--- config.mk ---
export PLATFORM = sky130hd
export DESIGN_NAME = mem_arr_rd_seq
export DESIGN_NICKNAME = d
export VERILOG_FILES = /design/src/rtl/mem_arr_rd_seq.sv
export SDC_FILE = /design/constraint.sdc
export NUM_CORES = 1
export LEC_CHECK = 0
export CAP_MARGIN = 25
export CORE_MARGIN = 10
export CORE_UTILIZATION = 50
export DETAILED_ROUTE_END_ITERATION = 16
export GPL_TIMING_DRIVEN = 0
export PLACE_DENSITY_LB_ADDON = 0.2
export SYNTH_ARGS = -nofsm -noshare
export SYNTH_HDL_FRONTEND = slang
export SYNTH_SLANG_ARGS = --single-unit
--- constraint.sdc ---
create_clock -name clk -period 5 [get_ports clk]
set_input_delay 0.5 -clock clk [delete_from_list [all_inputs] [get_ports clk]]
set_output_delay 0.5 -clock clk [all_outputs]
set_load 0.005 [all_outputs]
--- src/rtl/mem_arr_rd_seq.sv ---
// mem_arr_rd_seq: diagonally skewed read sweep over a per-row SRAM bank array (wavefront order)
//   clk, rst          : clock, asynchronous active-high reset
//   start             : sweep command, sampled only while idle
//   base_addr, len    : first address and entries per row (0 = no-op, saturates to 2^ADDR_WIDTH)
//   stall             : freezes the sweep while running
//   busy, done        : sweep in progress / one-cycle end-of-sweep pulse
//   rd_en, rd_addr    : per-row read enable and address (row i at [i*ADDR_WIDTH +: ADDR_WIDTH])
//   data_valid        : rd_en delayed by the one-cycle bank read latency
module mem_arr_rd_seq #(
    parameter int SYS_ROW    = 16,
    parameter int ADDR_WIDTH = 8
) (
    input  logic                          clk,
    input  logic                          rst,
    input  logic                          start,
    input  logic [ADDR_WIDTH-1:0]         base_addr,
    input  logic [ADDR_WIDTH:0]           len,
    input  logic                          stall,
    output logic                          busy,
    output logic                          done,
    output logic [SYS_ROW-1:0]            rd_en,
    output logic [SYS_ROW*ADDR_WIDTH-1:0] rd_addr,
    output logic [SYS_ROW-1:0]            data_valid
);
    // sweep counter must reach 2^ADDR_WIDTH+SYS_ROW-1 after the final increment
    localparam int TW = $clog2((2 ** ADDR_WIDTH) + SYS_ROW);
    localparam logic [ADDR_WIDTH:0] MAX_LEN = {1'b1, {ADDR_WIDTH{1'b0}}};

    typedef enum logic [1:0] {IDLE, RUN, FLUSH} state_t;

    state_t                          r_state;
    logic [ADDR_WIDTH-1:0]           r_base;
    logic [ADDR_WIDTH:0]             r_len;
    logic [TW-1:0]                   r_t;
    logic [SYS_ROW-1:0]              w_en;
    logic [SYS_ROW*ADDR_WIDTH-1:0]   w_addr;
    logic                            w_last;

    assign w_last = r_t == TW'(r_len) + TW'(SYS_ROW - 2);

    // row i is active for i <= t < i+L and reads base+t-i (mod bank depth)
    for (genvar i = 0; i < SYS_ROW; i++) begin : g_row
        assign w_en[i] = (r_t >= TW'(i)) && ({1'b0, r_t} < (TW+1)'(i) + (TW+1)'(r_len));
        assign w_addr[i*ADDR_WIDTH +: ADDR_WIDTH] = r_base + r_t[ADDR_WIDTH-1:0] - ADDR_WIDTH'(i);
    end

    always_ff @(posedge clk or posedge rst) begin
        if (rst) begin
            r_state    <= IDLE;
            r_base     <= '0;
            r_len      <= '0;
            r_t        <= '0;
            busy       <= 1'b0;
            done       <= 1'b0;
            rd_en      <= '0;
            rd_addr    <= '0;
            data_valid <= '0;
        end else begin
            data_valid <= rd_en;
            done       <= 1'b0;
            case (r_state)
                IDLE: begin
                    busy  <= 1'b0;
                    rd_en <= '0;
                    if (start && len != '0) begin
                        r_base  <= base_addr;
                        r_len   <= len > MAX_LEN ? MAX_LEN : len;
                        r_t     <= '0;
                        r_state <= RUN;
                    end
                end
                RUN: begin
                    busy  <= 1'b1;
                    rd_en <= stall ? '0 : w_en;
                    if (!stall) begin
                        rd_addr <= w_addr;
                        r_t     <= r_t + TW'(1);
                        r_state <= w_last ? FLUSH : RUN;
                    end
                end
                FLUSH: begin
                    busy    <= 1'b1;
                    done    <= 1'b1;
                    rd_en   <= '0;
                    r_state <= IDLE;
                end
                default: r_state <= IDLE;
            endcase
        end
    end
endmodule

==> results_dict.tcl, run 1 <==
set metrics [dict create \
    fin_crit_ns 4.16 \
    ys_ff_latch 156 \
    drt-total-wl_mm 36.0 \
    cts_num_sinks 156 \
    crit_arrival_ns 4.50 \
    setup.worst_path.class "flip-flop to flip-flop" \
    worst-path-buf-inv 2 \
    cts_resized 0 \
    avgSynthCellArea_um2 8.95 \
    grt_pass1_vias 9675 \
    gp_congestion 0.970 \
    slowest_delay_ns 0.63 \
    fin_skew_ns 0.0152 \
    synth_fp_nets 1452 \
    status "complete, no violations" \
    max_cap_viol_count 0 \
    synth_area_leader_cell "dfrtp_1" \
    firstDrtPassIters 8 \
    vias 10200 \
    overflow 0 \
    yosys_warnings 0 \
    port_buffers 182 \
    clockRootBuffer "clkbuf_16" \
    syn-cell-area_um2 11400 \
    dpl_cell_area_um2 13700 \
    ys_types 64 \
    grt_pass1_wl_mm 55.4 \
    clk_path_buf_depth 2 \
    dieArea_um2 29300 \
    hold_viol 0 \
    dieWidth_um 171 \
    crit_chain "clkbuf_1, inv_1, nor2_1, nand3_1, nor2_1, xnor2_1, ha_1, nand4_1, nor4_1, nand2_1, o21a_1, o22a_1" \
    track_usage_pct 24.3 \
    required_ns 5.33 \
    pin_count 183 \
    postCtsSetupBuffers 0 \
    rows 55 \
    diodes 0 \
    setup_viol 0 \
    path_common_cell "nor2_1" \
    synth_async_sr_flop_share_pct 100 \
    whs_ns 0.397 \
    drt_iter0_markers 1026 \
    critPathMaxFanout 10 \
    hp-class "flip-flop to flip-flop" \
    synthTopCellsByArea "dfrtp_1 34%, ha_1 17%, xnor2_1 9.5%" \
    final_area_um2 14300 \
    drc 0 \
    hold_buffers 0 \
    critPathTopFamily "simple AND/OR/NAND/NOR gates" \
    ir_drop_mv 0.400 \
    antenna_found_initial 0 \
    numCtsBuffers 17 \
    ys_top_cells_by_count "169 x nand2_1, 156 x dfrtp_1, 152 x ha_1" \
    fmax_ghz 0.240 \
    max_slew_margin_pct 30.1 \
    areaGrowthSynthToFinish_pct 24.9 \
    fillers 1960 \
    tns_ns 0 \
    netlist_instances 1278 \
    start_kind "flip-flop" \
    insertion_delay_ns 0.44 \
    synth_top_flop_cell "dfrtp_1" \
    initial_core_util_pct 50.7 \
    avgViaCountPerCell 5.71 \
    final_antenna_net_count 0 \
    max_slew.worst_pin.slew_ns 1.05 \
    wl_per_cell_um 20.2 \
    cp-end-kind "flip-flop" \
    synth_top_area_share_pct 34.1 \
    finalCritPeriodShare_pct 83.3 \
    htree_levels 4 \
    cts_tree "done" \
    die_y_um 171 \
    worst_path_max_delay_cell "nor2_1" \
    clkSlewWorstSetupHoldPaths_ns 0.07 \
    synth_enable_flop_cells 0 \
    fin_nets 1656 \
    grt_setup_unrepaired "no" \
    ys_seq_area_share_pct 34.1 \
    drive_gt1_share_pct 7.29 \
    cellPowerDensity_nw_per_um2 774 \
    core-area_um2 22600 \
    drv_slew 0 \
    yosysMostFrequentCell "nand2_1" \
    p_leak_uw 0.00634 \
    hpwl_mm 26.8 \
    grt_max_degree 100 \
]
==> report_power, final <==
group | internal [µW] | total [µW] | switching (µW)
registers | 1800 | 2240 | 441
clock network | 691 | 1350 | 656
logic | 3320 | 7470 | 4150
total | 5820 | 11100 | 5240
==> kinds of logic after synthesis <==
logic type               Yosys count  synth area share [%]
adder cells (fa/ha/maj)          153                  16.8
AND/OR/NAND/NOR                  375                  14.2
buffers and inverters            136                  5.74
multiplexers                      10                 0.985
flip-flops                       156                  34.1
AO/OA/AOI/OAI                    305                  17.1
XOR/XNOR                         143                  11.1
==> layout by cell type (no fill, tap or decap), drive strengths merged, types with 23 or more instances in the layout <==
| cell type | netlist | routed |
|---|---|---|
| nor2 | 112 | 112 |
| inv | 45 | 55 |
| clkbuf | 38 | 56 |
| buf | 53 | 56 |
| dfrtp | 156 | 156 |
| clkdlybuf4s50 | 0 | 182 |
| nand3 | 23 | 23 |
| ha | 152 | 152 |
| a21o | 28 | 28 |
| a21oi | 78 | 78 |
| nand2 | 170 | 170 |
| o21ai | 99 | 99 |
| xnor2 | 125 | 125 |
==> cell type report <==
class                      count  area, µm²  share of cell area, %
clock buffer                  18        439                   3.07
buffer                        91        488                   3.42
sequential                   156       3900                   27.3
tap                          285        357                   2.50
clock inverter                14        164                   1.15
multi-input combinational    986       6870                   48.1
inverter                      45        174                   1.22
timing repair buffer         185       1880                   13.2
==> registers in the layout (all words and copies together), names as in the netlist <==
register and flops:
rd_addr 94, data_valid 16, rd_en 16, r_len 9
r_t 9, r_base 8, r_state 2, busy 1
done 1
==> worst paths after layout <==
path                               start            end  slack, ns  cells past startpoint
worst max-delay path            r_len[5]     r_state[0]       0.84                     12
worst min-delay path            rd_en[2]  data_valid[2]       0.40                      0
worst max register to register  r_len[5]     r_state[0]       0.84                     12
worst min register to register  rd_en[2]  data_valid[2]       0.40                      0
max in group asynchronous            rst  data_valid[8]       3.62                      3
min in group asynchronous            rst    rd_addr[37]       0.48                      2
==> per-stage QoR <==
stage                     power [µW]  setup slack, ns  std cells  utilization, %
after floorplan                 6780            0.293       1278               -
after global placement          9390            -1.90       1745            60.3
after detailed placement        9580             1.08       1747            60.5
after CTS                      11000             1.05       1779            63.2
after global routing           11900            0.819       1780            63.3
final                          11100            0.836       1780            63.3
==> metal layers <==
metal	routed length, µm	up-vias	GRT usage [%]
li1	-	4799	-
met1	16100	4882	33.5
met2	16000	441	37.5
met3	3310	47	5.71
met4	605	0	6.31
met5	0	-	0
Power figures use the tool's default switching activity.
==> run 2, diff against run 1 <==
- clock period: 5 -> 4 ns (I/O delays scaled with it)
==> results_dict.tcl, run 2 (synthesized netlist as in run 1, its figures left out) <==
set metrics [dict create \
    status "complete, no violations" \
    postCtsSetupBuffers 0 \
    drt-total-wl_mm 36.3 \
    p_clk_share_pct 12.8 \
    p_leak_uw 0.00639 \
    crit_arrival_ns 4.17 \
    final_antenna_net_count 0 \
    overflow 0 \
    max_slew_margin_pct 26.4 \
    regMostFlops "rd_addr" \
    max_slew.worst_pin.slew_ns 1.10 \
    clk_path_buf_depth 2 \
    grt_setup_unrepaired "no" \
    clockRootBuffer "clkbuf_16" \
    insertion_delay_ns 0.44 \
    reg.largest.list "rd_addr: 94 flops, data_valid: 16 flops, rd_en: 16 flops" \
    pin_count 183 \
    final_cell_mix "182 x clkdlybuf4s50_1, 169 x nand2_1, 156 x dfrtp_1" \
    numCtsBuffers 17 \
    hold_buffers 0 \
    firstDrtPassIters 6 \
    track_usage_pct 24.5 \
    start_kind "flip-flop" \
    max_cap_viol_count 0 \
    areaGrowthSynthToFinish_pct 25.8 \
    final_area_um2 14400 \
    critPathMaxFanout 10 \
    vias 10300 \
    dieWidth_um 171 \
    clkSlewWorstSetupHoldPaths_ns 0.09 \
    core-area_um2 22600 \
    hold_viol 0 \
    slowest_delay_ns 0.46 \
    finalCritPeriodShare_pct 96.4 \
    netSwitchingFraction_pct 46.7 \
    required_ns 4.31 \
    initial_core_util_pct 50.7 \
    port_buffers 182 \
    antenna_found_initial 0 \
    r2r-end "r_state[0]" \
    seqPwrFrac_pct 20.2 \
    diodes 0 \
    hpwl_mm 27.5 \
    setup_viol 0 \
    ir_drop_mv 0.476 \
    grt_pass1_vias 9875 \
    die_y_um 171 \
    grt_pass1_wl_mm 56.3 \
    tns_ns 0 \
    cts_num_sinks 156 \
    grt_max_degree 43 \
    fmax_ghz 0.259 \
    drc 0 \
    drv_slew 0 \
    drt_iter0_markers 991 \
    power_frac_comb_pct 67.1 \
    htree_levels 4 \
    dieArea_um2 29300 \
    crit_chain "clkbuf_1, inv_1, nor2_2, nand3_1, nor2_1, xnor2_1, ha_1, nand4_1, nor4_2, nand2_1, o21a_1, o22a_1" \
    avgViaCountPerCell 5.78 \
    cellPowerDensity_nw_per_um2 971 \
    fin_crit_ns 3.86 \
    worst_path_max_delay_cell "clkbuf_1" \
    drive_gt1_share_pct 7.82 \
    gp_congestion 0.966 \
    rows 55 \
    cts_tree "done" \
    layout_commonest_cell "clkdlybuf4s50_1" \
    dpl_cell_area_um2 13700 \
    wl_per_cell_um 20.4 \
    worst-r2r-cell-count 12 \
    fillers 1921 \
    setup.worst_path.class "flip-flop to flip-flop" \
    hp-class "primary input to async pin" \
    r2r_setup_slack_ns 0.14 \
    p_int_uw 7450 \
    largest_reg_flops 94 \
    fin_skew_ns 0.0264 \
    p_switching_uw 6520 \
    fin_nets 1659 \
    timing.rr.start "r_len[4]" \
    cp-end-kind "flip-flop" \
]
==> run 2: cell types whose count changed in the layout (fill, tap and decap cells not counted), moves of 2 or more <==
cell / before / now
bufinv_16: 0 / 3
clkinv_8: 3 / 1
buf_12: 0 / 3
clkbuf_1: 38 / 35
clkbuf_2: 0 / 3
==> run 2: what timing repair did <==
item                       CTS  global route
gates cloned                 0             0
pin swaps                    0             0
setup endpoints to repair    1             6
gates resized for setup      2             7
hold endpoints to repair     0             0
==> run 2: power by group through the flow <==
stage / Clock, µW / Sequential [µW] / Combinational (µW)
after floorplan: 0 / 2730 / 5740
after global placement: 0 / 2810 / 8930
after detailed placement: 0 / 2840 / 9150
after CTS: 1790 / 2810 / 9230
after global routing: 1880 / 2890 / 10200
final: 1780 / 2820 / 9370
==> run 2: critical path, delay by kind of cell (launching register included) <==
| kind | cells | cell delay, ns |
|---|---|---|
| adders and majority gates | 1 | 0.33 |
| and+or+nand+nor | 6 | 1.83 |
| AOI/OAI and AO/OA | 2 | 0.39 |
| xor gates and xnor gates | 1 | 0.09 |
| buffers and inverters | 2 | 0.65 |
| DFF | 1 | 0.41 |
==> run 2: per-stage QoR <==
stage                     setup slack, ns  hold slack [ns]  power (µW)  utilization [%]  cells
after floorplan                     0.921            0.396        8470                -   1278
after global placement             -0.296            0.392       11700             60.3   1745
after detailed placement          -0.0703            0.401       12000             60.7   1750
after CTS                          0.0193            0.400       13800             63.5   1781
after global routing               0.0445            0.426       15000             63.7   1782
final                               0.145            0.383       14000             63.7   1782
==> run 2: how the worst max path moves through the flow <==
stage	cells past startpoint	endpoint	from
3_5_place_dp	12	r_state[0]	r_len[5]
2_1_floorplan	10	rd_addr[93]	r_t[0]
5_1_grt	12	r_state[0]	r_len[4]
3_3_place_gp	10	rd_addr[93]	r_t[0]
4_1_cts	12	r_state[0]	r_len[2]
6_report	12	r_state[0]	r_len[4]
==> run 2: area by class of cell <==
class	instances	area, µm²	share of cell area, %
multi-input combinational	986	6900	48.0
sequential	156	3900	27.1
timing repair buffer	188	1930	13.4
buffer	91	492	3.42
clock buffer	17	425	2.96
tap	285	357	2.48
clock inverter	14	200	1.39
inverter	45	173	1.20
==> run 2: layer usage <==
layer	up-vias	wire, µm	global-route usage (%)
met4	0	695	6.81
met1	4996	16200	34.6
met3	52	3400	4.81
li1	4787	-	-
met5	-	0	0
met2	468	16000	37.3
